===== src/rtl/sysctrl_pkg.sv =====
// sysctrl_pkg: shared definitions for the system controller.
// Holds the command opcodes and the receive-FSM state encoding. The encoding
// is kept as plain localparams so the transmit side can reference the same
// values without pulling in the enum type.
package sysctrl_pkg;

  localparam logic [7:0] CMD_RF_WR   = 8'hAA;
  localparam logic [7:0] CMD_RF_RD   = 8'hBB;
  localparam logic [7:0] CMD_ALU_OP  = 8'hCC;
  localparam logic [7:0] CMD_ALU_NOP = 8'hDD;

  localparam logic [3:0] ST_IDLE      = 4'd0;
  localparam logic [3:0] ST_WR_ADDR   = 4'd1;
  localparam logic [3:0] ST_WR_DATA   = 4'd2;
  localparam logic [3:0] ST_RD_ADDR   = 4'd3;
  localparam logic [3:0] ST_OP_A      = 4'd4;
  localparam logic [3:0] ST_OP_B      = 4'd5;
  localparam logic [3:0] ST_FUN       = 4'd6;
  localparam logic [3:0] ST_ISSUE_RD  = 4'd7;
  localparam logic [3:0] ST_ISSUE_ALU = 4'd8;

  typedef enum logic [3:0] {
    IDLE      = ST_IDLE,
    WR_ADDR   = ST_WR_ADDR,
    WR_DATA   = ST_WR_DATA,
    RD_ADDR   = ST_RD_ADDR,
    OP_A      = ST_OP_A,
    OP_B      = ST_OP_B,
    FUN       = ST_FUN,
    ISSUE_RD  = ST_ISSUE_RD,
    ISSUE_ALU = ST_ISSUE_ALU
  } rx_state_e;

endpackage


===== src/rtl/sysctrl_rxfsm_if.sv =====
// sysctrl_rxfsm_if: byte-stream input and RF/ALU command outputs of the
// receive decoder.
//   master: byte source / command consumer side (drives RX_*, TX_BUSY)
//   slave : the decoder (drives RF strobes, Address, WrData, ALU_*, CMD_ERR)
interface sysctrl_rxfsm_if #(
  parameter int DATA_WIDTH = 32,
  parameter int ADDR_WIDTH = 4
);
  logic [7:0]            RX_P_DATA;
  logic                  RX_D_VLD;
  logic                  TX_BUSY;
  logic                  WrEn;
  logic                  RdEn;
  logic [ADDR_WIDTH-1:0] Address;
  logic [DATA_WIDTH-1:0] WrData;
  logic                  ALU_EN;
  logic [3:0]            ALU_FUN;
  logic [DATA_WIDTH-1:0] ALU_A;
  logic [DATA_WIDTH-1:0] ALU_B;
  logic                  CMD_ERR;

  modport master (
    output RX_P_DATA, RX_D_VLD, TX_BUSY,
    input  WrEn, RdEn, Address, WrData, ALU_EN, ALU_FUN, ALU_A, ALU_B, CMD_ERR
  );

  modport slave (
    input  RX_P_DATA, RX_D_VLD, TX_BUSY,
    output WrEn, RdEn, Address, WrData, ALU_EN, ALU_FUN, ALU_A, ALU_B, CMD_ERR
  );
endinterface


===== src/rtl/sysctrl_byte_assembler.sv =====
// sysctrl_byte_assembler: collects NB = DATA_WIDTH/8 bytes little-endian.
//   i_load  : accept i_byte into lane r_cnt, advance counter
//   i_clr   : clear counter (has priority over load)
//   o_cnt   : current byte index
//   o_done  : this load carries the last byte of the word
//   o_word  : shadow register including the byte being loaded this cycle,
//             so the caller can commit the full word on the o_done edge
module sysctrl_byte_assembler #(
  parameter int DATA_WIDTH = 32,
  localparam int NB = DATA_WIDTH / 8,
  localparam int CW = $clog2(NB) + 1
) (
  input  logic                  clk,
  input  logic                  rst,
  input  logic                  i_load,
  input  logic                  i_clr,
  input  logic [7:0]            i_byte,
  output logic [CW-1:0]         o_cnt,
  output logic                  o_done,
  output logic [DATA_WIDTH-1:0] o_word
);
  logic [CW-1:0]         r_cnt;
  logic [DATA_WIDTH-1:0] r_shadow;
  logic [DATA_WIDTH-1:0] w_word;

  always_comb begin
    w_word = r_shadow;
    if (i_load) w_word[int'(r_cnt)*8 +: 8] = i_byte;
  end

  always_ff @(posedge clk or posedge rst) begin
    if (rst) begin
      r_cnt    <= '0;
      r_shadow <= '0;
    end else begin
      if (i_clr)       r_cnt <= '0;
      else if (i_load) r_cnt <= r_cnt + 1'b1;
      // Lanes are fully overwritten each frame, so the shadow is never cleared.
      if (i_load) r_shadow <= w_word;
    end
  end

  assign o_cnt  = r_cnt;
  assign o_done = i_load && (r_cnt == CW'(NB - 1));
  assign o_word = w_word;
endmodule


===== src/rtl/sysctrl_rxfsm.sv =====
// sysctrl_rxfsm: receive-side command decoder of the system controller.
//   clk, RST : clock, asynchronous active-high reset
//   bus      : slave side of sysctrl_rxfsm_if (bytes in, RF/ALU commands out)
// Frames: AA addr d[NB] (RF write), BB addr (RF read),
//         CC a[NB] b[NB] fun (ALU), DD fun (ALU on held operands).
// Read and ALU issue wait for the transmit path to be idle.
module sysctrl_rxfsm
  import sysctrl_pkg::*;
#(
  parameter int DATA_WIDTH = 32,
  parameter int ADDR_WIDTH = 4,
  localparam int NB = DATA_WIDTH / 8,
  localparam int CW = $clog2(NB) + 1
) (
  input logic           clk,
  input logic           RST,
  sysctrl_rxfsm_if.slave bus
);
  rx_state_e             r_state;
  logic                  r_wren, r_rden, r_alu_en, r_cmd_err;
  logic [ADDR_WIDTH-1:0] r_addr;
  logic [DATA_WIDTH-1:0] r_wrdata, r_alu_a, r_alu_b;
  logic [3:0]            r_alu_fun;

  logic                  w_collect, w_load, w_clr, w_done;
  logic [CW-1:0]         w_cnt;
  logic [DATA_WIDTH-1:0] w_word;

  assign w_collect = (r_state == WR_DATA) || (r_state == OP_A) || (r_state == OP_B);
  assign w_load    = bus.RX_D_VLD && w_collect;
  // Counter only runs inside collecting states and is left on done, so
  // holding it clear elsewhere is equivalent to clearing on each state change.
  assign w_clr     = !w_collect || w_done;

  sysctrl_byte_assembler #(.DATA_WIDTH(DATA_WIDTH)) u_asm (
    .clk    (clk),
    .rst    (RST),
    .i_load (w_load),
    .i_clr  (w_clr),
    .i_byte (bus.RX_P_DATA),
    .o_cnt  (w_cnt),
    .o_done (w_done),
    .o_word (w_word)
  );

  always_ff @(posedge clk or posedge RST) begin
    if (RST) begin
      r_state   <= IDLE;
      r_wren    <= 1'b0;
      r_rden    <= 1'b0;
      r_alu_en  <= 1'b0;
      r_cmd_err <= 1'b0;
      r_addr    <= '0;
      r_wrdata  <= '0;
      r_alu_a   <= '0;
      r_alu_b   <= '0;
      r_alu_fun <= '0;
    end else begin
      r_wren    <= 1'b0;
      r_rden    <= 1'b0;
      r_alu_en  <= 1'b0;
      r_cmd_err <= 1'b0;
      case (r_state)
        IDLE: if (bus.RX_D_VLD) begin
          case (bus.RX_P_DATA)
            CMD_RF_WR:   r_state <= WR_ADDR;
            CMD_RF_RD:   r_state <= RD_ADDR;
            CMD_ALU_OP:  r_state <= OP_A;
            CMD_ALU_NOP: r_state <= FUN;
            default:     r_cmd_err <= 1'b1;
          endcase
        end
        WR_ADDR: if (bus.RX_D_VLD) begin
          r_addr  <= bus.RX_P_DATA[ADDR_WIDTH-1:0];
          r_state <= WR_DATA;
        end
        WR_DATA: if (w_done) begin
          r_wrdata <= w_word;
          r_wren   <= 1'b1;
          r_state  <= IDLE;
        end
        RD_ADDR: if (bus.RX_D_VLD) begin
          r_addr  <= bus.RX_P_DATA[ADDR_WIDTH-1:0];
          r_state <= ISSUE_RD;
        end
        OP_A: if (w_done) begin
          r_alu_a <= w_word;
          r_state <= OP_B;
        end
        OP_B: if (w_done) begin
          r_alu_b <= w_word;
          r_state <= FUN;
        end
        FUN: if (bus.RX_D_VLD) begin
          r_alu_fun <= bus.RX_P_DATA[3:0];
          r_state   <= ISSUE_ALU;
        end
        // Bytes arriving while waiting to issue are dropped.
        ISSUE_RD: if (!bus.TX_BUSY) begin
          r_rden  <= 1'b1;
          r_state <= IDLE;
        end
        ISSUE_ALU: if (!bus.TX_BUSY) begin
          r_alu_en <= 1'b1;
          r_state  <= IDLE;
        end
        default: r_state <= IDLE;
      endcase
    end
  end

  assign bus.WrEn    = r_wren;
  assign bus.RdEn    = r_rden;
  assign bus.ALU_EN  = r_alu_en;
  assign bus.CMD_ERR = r_cmd_err;
  assign bus.Address = r_addr;
  assign bus.WrData  = r_wrdata;
  assign bus.ALU_A   = r_alu_a;
  assign bus.ALU_B   = r_alu_b;
  assign bus.ALU_FUN = r_alu_fun;
endmodule

===== src/flat_wrapper.sv =====
// flat-port wrapper written by rule: the top's interface ports become plain ports
module sysctrl_rxfsm_flat import sysctrl_pkg::*;
#(
  parameter int DATA_WIDTH = 32,
  parameter int ADDR_WIDTH = 4,
  localparam int NB = DATA_WIDTH / 8,
  localparam int CW = $clog2(NB) + 1
)
  (clk, RST, bus_RX_P_DATA, bus_RX_D_VLD, bus_TX_BUSY, bus_WrEn, bus_RdEn, bus_Address, bus_WrData, bus_ALU_EN, bus_ALU_FUN, bus_ALU_A, bus_ALU_B, bus_CMD_ERR);
  sysctrl_rxfsm_if #(.DATA_WIDTH(DATA_WIDTH), .ADDR_WIDTH(ADDR_WIDTH)) bus_i ();
  input logic clk;
  input logic RST;
  input wire logic [$bits(bus_i.RX_P_DATA)-1:0] bus_RX_P_DATA;
  input wire logic [$bits(bus_i.RX_D_VLD)-1:0] bus_RX_D_VLD;
  input wire logic [$bits(bus_i.TX_BUSY)-1:0] bus_TX_BUSY;
  output wire logic [$bits(bus_i.WrEn)-1:0] bus_WrEn;
  output wire logic [$bits(bus_i.RdEn)-1:0] bus_RdEn;
  output wire logic [$bits(bus_i.Address)-1:0] bus_Address;
  output wire logic [$bits(bus_i.WrData)-1:0] bus_WrData;
  output wire logic [$bits(bus_i.ALU_EN)-1:0] bus_ALU_EN;
  output wire logic [$bits(bus_i.ALU_FUN)-1:0] bus_ALU_FUN;
  output wire logic [$bits(bus_i.ALU_A)-1:0] bus_ALU_A;
  output wire logic [$bits(bus_i.ALU_B)-1:0] bus_ALU_B;
  output wire logic [$bits(bus_i.CMD_ERR)-1:0] bus_CMD_ERR;
  assign bus_i.RX_P_DATA = bus_RX_P_DATA;
  assign bus_i.RX_D_VLD = bus_RX_D_VLD;
  assign bus_i.TX_BUSY = bus_TX_BUSY;
  assign bus_WrEn = bus_i.WrEn;
  assign bus_RdEn = bus_i.RdEn;
  assign bus_Address = bus_i.Address;
  assign bus_WrData = bus_i.WrData;
  assign bus_ALU_EN = bus_i.ALU_EN;
  assign bus_ALU_FUN = bus_i.ALU_FUN;
  assign bus_ALU_A = bus_i.ALU_A;
  assign bus_ALU_B = bus_i.ALU_B;
  assign bus_CMD_ERR = bus_i.CMD_ERR;
  sysctrl_rxfsm #(.DATA_WIDTH(DATA_WIDTH), .ADDR_WIDTH(ADDR_WIDTH)) u_core (.clk(clk), .RST(RST), .bus(bus_i));
endmodule

===== config.mk =====
export PLATFORM = sky130hd
export DESIGN_NAME = sysctrl_rxfsm_flat
export DESIGN_NICKNAME = d
export VERILOG_FILES = /design/src/rtl/sysctrl_pkg.sv /design/src/rtl/sysctrl_rxfsm_if.sv /design/src/rtl/sysctrl_byte_assembler.sv /design/src/rtl/sysctrl_rxfsm.sv /design/src/flat_wrapper.sv
export SDC_FILE = /design/constraint.sdc
export NUM_CORES = 1
export LEC_CHECK = 0
export ABC_CLOCK_PERIOD_IN_PS = 7900
export BUFFER_PORTS_ARGS = -buffer_cell sky130_fd_sc_hd__buf_4
export CORE_MARGIN = 3
export CORE_UTILIZATION = 58
export DETAILED_ROUTE_END_ITERATION = 10
export PLACE_DENSITY_LB_ADDON = 0.1
export SYNTH_ARGS = -nofsm -noshare
export SYNTH_HDL_FRONTEND = slang
export SYNTH_SLANG_ARGS = --single-unit

===== constraint.sdc =====
create_clock -name clk -period 7.9 [get_ports clk]
set_input_delay 1.58 -clock clk [delete_from_list [all_inputs] [get_ports clk]]
set_output_delay 1.58 -clock clk [all_outputs]
set_load 0.01 [all_outputs]

==> results.cfg, run 1 <==
[placed_design]
place_hpwl_mm = 8.95
place.gp.congestion = 0.885
dp_slack_ps = 4400
io_buffers = 119

[sta]
fin_setup_tns_ps = 0
post-route-min-period_ps = 3020
drv_slew = 0
worst_slew_pin_slew_ps = 1050
timing.final.ws_setup_ps = 4880
hold_viol = 0
fin_skew_ps = 10.8
finalCritPeriodShare_pct = 38.2
rsz0062_at_grt = false
setup_violations = 0
relSlewSlack_pct = 30.0
fmax_mhz = 331

[route]
wire_per_inst_um = 17.7
drc = 0
drtIter0Drc = 267
vias = 4322
drtAntennaViolNets = 0
viasPerCell = 5.52
drtPass1Iterations = 4
wirelength_mm = 13.9

[floorplanning]
die_area_um2 = 11300
coreArea_um2 = 9500
die_w_um = 106
fp.dieH_um = 106
ios = 120
rows = 35
start_util_pct = 61.3

[critical_path]
cp_max_fo = 11
start_kind = input port
worstSetupEndpointType = flip-flop
crit_type = input port to flip-flop
required_ps = 8270
arrival_ps = 3390
crit_path_top_delay_cell = or4b_2
critPathMaxStageDelay_ps = 600
crit_chain = buf_4 > or4b_2 > a211o_1 > mux2i_1 > a21oi_1

[global_route]
first_global_vias = 4393
grt_max_degree = 89
antenna_found_initial = 0
grt_usage_pct = 25.8
grt.overflow.total = 0
grt_pass1_wl_mm = 22.7

[finish]
multi_input_area_um2 = 1890
fillers = 598
nets = 657
final_cell_mix = dfrtp_1 (147), buf_4 (125), nor2_1 (107)
layout-drive-gt1-share_pct = 27.1
mostFrequentLayoutCell = dfrtp_1
synthToLayoutAreaGrowth_pct = 26.7
antennaDiodeCount = 0
seq_area_um2 = 3680

[synth]
post_synth_num_cell_types = 44
mappedNetlistArea_um2 = 5830
ys.warnings.count = 0
ys_seq_elements = 147
synth_nets = 544
yosysSeqAreaShare_pct = 63.1
syn_inst = 528
synth_area_per_cell_um2 = 11.0

[cts]
clock_latency_ps = 510
ctsHoldBuffers = 0
max-clock-path-buffers = 2
numCtsBuffers = 17
cts_setup_buffers = 0
cts_sinks = 147
clockRootBuffer = clkbuf_8
ctsResizeCount = 0
cts_tree = done
clk_pin_slew_ps = 60
htreeDepth = 4

[job]
max-cap-violations = 0

[power]
powerDensity_nw_per_um2 = 265
p_leak_nw = 3.88
peakVddDrop_uv = 146

[worst_hold_path]
min_path_type = flip-flop to flip-flop

[status]
status = finished, final reports clean
## path summary, 6_finish.rpt
path                                                   startpoint                                end  slack [ps]  cells after the start
max in group asynchronous                                     RST   u_core.bus.WrData[5]$_DFFE_PP0P_        5330                      3
worst min register to register  u_core.bus.Address[1]$_DFFE_PP0P_  u_core.bus.Address[1]$_DFFE_PP0P_         510                      1
worst max register to register      u_core.r_state[1]$_DFFE_PP0P_   u_core.bus.ALU_A[16]$_DFFE_PP0P_        4980                      4
worst min-delay path            u_core.bus.Address[1]$_DFFE_PP0P_  u_core.bus.Address[1]$_DFFE_PP0P_         510                      1
worst max-delay path                                 bus_RX_D_VLD   u_core.bus.WrData[5]$_DFFE_PP0P_        4880                      5
min in group asynchronous                                     RST   u_core.bus.ALU_B[23]$_DFFE_PP0P_        1110                      2
## synthesized netlist by cell type
cell type | count | share of area (%)
a2111oi_4 | 3 | 1.4
a211o_1 | 1 | 0.15
a211oi_1 | 1 | 0.13
a21o_1 | 2 | 0.26
a21oi_1 | 99 | 8.5
a2bb2oi_1 | 1 | 0.15
a31oi_1 | 1 | 0.11
a41oi_1 | 1 | 0.15
and2_1 | 1 | 0.11
and4bb_2 | 1 | 0.21
buf_1 | 3 | 0.19
buf_2 | 2 | 0.17
buf_6 | 1 | 0.19
clkbuf_1 | 25 | 1.6
dfrtp_1 | 147 | 63
ha_1 | 4 | 0.86
inv_1 | 38 | 2.4
mux2_2 | 9 | 1.7
mux2i_1 | 32 | 5.5
nand2_1 | 5 | 0.32
nand2b_1 | 3 | 0.32
nand3_1 | 2 | 0.17
nand3b_1 | 4 | 0.52
nand4_1 | 3 | 0.32
nand4b_1 | 1 | 0.15
nand4bb_1 | 1 | 0.19
nor2_1 | 107 | 6.9
nor2b_1 | 2 | 0.21
nor3_1 | 2 | 0.17
nor3b_1 | 2 | 0.26
nor4b_1 | 3 | 0.45
nor4bb_1 | 3 | 0.52
o211a_1 | 2 | 0.34
o21ai_0 | 3 | 0.26
o2bb2ai_1 | 1 | 0.15
o31ai_1 | 1 | 0.13
o41ai_1 | 2 | 0.30
or2_2 | 2 | 0.21
or3_1 | 1 | 0.11
or3b_1 | 1 | 0.15
or3b_2 | 1 | 0.15
or4b_2 | 2 | 0.34
or4bb_1 | 1 | 0.19
xnor2_1 | 1 | 0.15
## power breakdown
part | switching [mW] | leakage (nW) | internal [mW] | total (mW)
clock | 0.335 | 0.257 | 0.427 | 0.762
sequential | 0.0559 | 2.01 | 0.816 | 0.872
combinational | 0.177 | 1.60 | 0.144 | 0.321
## worst max-delay path, delay by kind of cell
| family | cells | cell delay [ps] |
|---|---|---|
| muxes | 1 | 410 |
| and+or+nand+nor | 1 | 600 |
| AOI/OAI and AO/OA | 2 | 640 |
| buffers and inverters | 1 | 150 |
## stage by stage
stage | utilization (%) | total power [mW] | hold WS [ps] | cells | area [um^2]
floorplan | - | 1.10 | 486 | 528 | 5830
global placement | 71.7 | 1.19 | 489 | 751 | 6820
detailed placement | 71.7 | 1.20 | 498 | 751 | 6820
CTS | 77.7 | 1.96 | 512 | 783 | 7380
global route | 77.7 | 2.04 | 522 | 783 | 7380
finish | 77.7 | 1.96 | 507 | 783 | 7380
## per-layer routing
| layer | part of all wire [%] | global-route usage [%] |
|---|---|---|
| met1 | 43 | 34.8 |
| met2 | 50 | 41.7 |
| met3 | 6.1 | 6.38 |
| met4 | 0.92 | 7.77 |
| met5 | 0 | 0 |
## cell families after synthesis
kind of cell	after synthesis	synth area share [%]
adder cells (fa/ha/maj)	4	0.859
AO/OA/AOI/OAI	118	12.0
multiplexers	41	7.23
flip-flops	147	63.1
buffers and inverters	69	4.62
AND/OR/NAND/NOR	148	12.0
XOR/XNOR	1	0.150
## state kept, by name (all words and copies together), names as in the netlist
signal and cells:
u_core.bus.WrEn 1, u_core.bus.Address 4, u_core.bus.ALU_EN 1, u_core.bus.WrData 32, u_core.bus.ALU_B 32, u_core.u_asm.o_cnt 3, u_core.bus.CMD_ERR 1, u_core.u_asm.r_shadow 32
u_core.r_state 4, u_core.bus.ALU_FUN 4, u_core.bus.RdEn 1, u_core.bus.ALU_A 32
## cell type report
type                            instances  share of cell area (%)
Sequential cell                       147                    49.8
Clock inverter                         14                    2.02
Clock buffer                           18                    5.66
Tap cell                              129                    2.19
Multi-Input combinational cell        312                    25.6
Timing Repair Buffer                  125                    12.7
Inverter                               38                    2.00
Note: power is estimated with default switching activity, not from simulation.
==> inputs of run 2 (changes only) <==
Settings changed: ABC_CLOCK_PERIOD_IN_PS 7900 to 2600, CORE_UTILIZATION 58 to 49.
Clock period 7.9 ns to 2.6 ns, I/O delays scaled along.
==> run 2 against run 1 <==
  * Sequential share of layout area fell by 1.7 points
  * Global-route usage is 3.8 points lower
  * Clock skew decreased by 6.9 ps
  * First-iteration DRC count down 2.6%
  * Final cell count grew 3.6%
  * Core utilization shrank 11 points
  * Design area up 3.6%
  * Register-to-register slack lost 4900 ps
  * Die area up 17%
  * Clock power rose to 3.5 times the previous value
  * Non-clock buffer count rose by 14
  * Power rose to 3.3 times the previous value
  * Critical path type is now flip-flop to flip-flop
  * Critical endpoint is now u_core.bus.WrData[21]$_DFFE_PP0P_
  * Largest power group is now clock
==> results.cfg, run 2 (synthesis gave the netlist of run 1 again) <==
[status]
status = finished, final reports clean

[cts]
max-clock-path-buffers = 2
clock_latency_ps = 410
cts_sinks = 147
cts_tree = done
htreeDepth = 4
clockRootBuffer = clkbuf_16
numCtsBuffers = 17
clk_pin_slew_ps = 60

[critical_path]
required_ps = 2880
ff2ff_path_depth = 8
crit_type = flip-flop to flip-flop
critPathBufInv = 2
reg2reg_to = u_core.bus.WrData[21]$_DFFE_PP0P_
crit_chain = inv_1 > ha_1 > ha_1 > or4bb_1 > a2111oi_4 > buf_4 > mux2i_1 > a21oi_1
worstSetupEndpointType = flip-flop
arrival_ps = 2760
reg2reg_slack_ps = 110
critPathMaxStageDelay_ps = 450
cp_top_family = adder cells
path_common_cell = ha_1
start_kind = flip-flop
critPathLaunch = u_core.u_asm.o_cnt[0]$_DFFE_PP0P_
reg2reg_from = u_core.u_asm.o_cnt[0]$_DFFE_PP0P_
crit_path_top_delay_cell = or4bb_1
cp_max_fo = 8

[floorplanning]
rows = 39
ios = 120
die_w_um = 115
coreArea_um2 = 11500
start_util_pct = 50.6
die_area_um2 = 13200
fp.dieH_um = 115

[sta]
rsz0062_at_grt = true
worst_slew_pin_slew_ps = 429
post-route-min-period_ps = 2490
hold_viol = 0
relSlewSlack_pct = 70.6
setup_violations = 0
fmax_mhz = 402
fin_skew_ps = 3.95
drv_slew = 0
finalCritPeriodShare_pct = 95.8

[global_route]
grt.overflow.total = 0
first_global_vias = 4203
grt_max_degree = 90
antenna_found_initial = 0
grt_pass1_wl_mm = 22.2
grt_usage_pct = 22.0

[finish]
layout-drive-gt1-share_pct = 30.1
final_util_pct = 66.4
mostFrequentLayoutCell = dfrtp_1
synthToLayoutAreaGrowth_pct = 31.3
antennaDiodeCount = 0
nets = 671
final_cell_mix = dfrtp_1 (147), buf_4 (137), nor2_1 (107)
fillers = 916

[route]
wire_per_inst_um = 17.1
drtPass1Iterations = 5
drtIter0Drc = 260
drc = 0
viasPerCell = 5.29
wirelength_mm = 13.9
vias = 4291
drtAntennaViolNets = 0

[job]
max-cap-violations = 0

[worst_hold_path]
min_path_type = input port to async pin

[placed_design]
place_hpwl_mm = 9.18
place.gp.congestion = 0.783
io_buffers = 119

[power]
peakVddDrop_uv = 439
p_total_mw = 6.40
powerDensity_nw_per_um2 = 837
p_leak_nw = 3.98
## run 2: how the worst max path moves through the flow
stage                                        end  cells after the start
6_report       u_core.bus.WrData[21]$_DFFE_PP0P_                      8
5_1_grt        u_core.bus.WrData[23]$_DFFE_PP0P_                      8
4_1_cts         u_core.bus.WrData[0]$_DFFE_PP0P_                      7
3_5_place_dp    u_core.bus.WrData[0]$_DFFE_PP0P_                      7
3_3_place_gp    u_core.bus.WrData[6]$_DFFE_PP0P_                      7
2_1_floorplan   u_core.bus.ALU_A[16]$_DFFE_PP0P_                      7
## run 2: timing repair
action / in CTS / in global routing
setup endpoints to repair: 6 / 37
hold buffers: 0 / 0
gates resized for setup: 2 / 8
buffers inserted: 0 / 0
## run 2: worst register-to-register path: stages, from the launching register on
cell and delay (ps):
dfrtp_1 350, inv_1 60, ha_1 190, ha_1 300, or4bb_1 450, a2111oi_4 210, buf_4 250, mux2i_1 420
a21oi_1 130
## run 2: layer usage
layer,up-vias,GRT usage (%),part of all wire (%)
li1,2023,-,-
met1,2096,28.9,44
met2,149,35.3,48
met3,23,5.58,6.2
met4,0,8.45,2.1
met5,-,0,0
## run 2: area by class of cell
cell class | count | area, um^2 | area share, %
flip-flops and latches | 147 | 3680 | 48.1
multi-input cells | 312 | 1930 | 25.2
repair buffers | 139 | 1070 | 14.0
clock buffers | 18 | 439 | 5.74
clock inverters | 14 | 209 | 2.73
well taps | 143 | 179 | 2.34
inverters | 38 | 146 | 1.91
## run 2: where the power goes
part | total, mW | switching (mW) | leakage (nW) | internal [mW]
clock | 2.64 | 0.920 | 0.320 | 1.72
combinational | 1.17 | 0.650 | 1.65 | 0.524
sequential | 2.58 | 0.100 | 2.01 | 2.48
## run 2: metrics by stage
step / instances / area (um^2) / hold slack (ps) / setup TNS (ps) / setup WS, ps
after global placement: 779 / 6960 / 467 / 0 / 115
after detailed placement: 779 / 6960 / 473 / 0 / 40.9
final: 811 / 7650 / 39.0 / 0 / 110
after CTS: 811 / 7620 / 26.1 / -0.0924 / -0.0924
after global routing: 811 / 7650 / 34.9 / -28.3 / -15.8
after floorplan: 528 / 5830 / 486 / 0 / 164
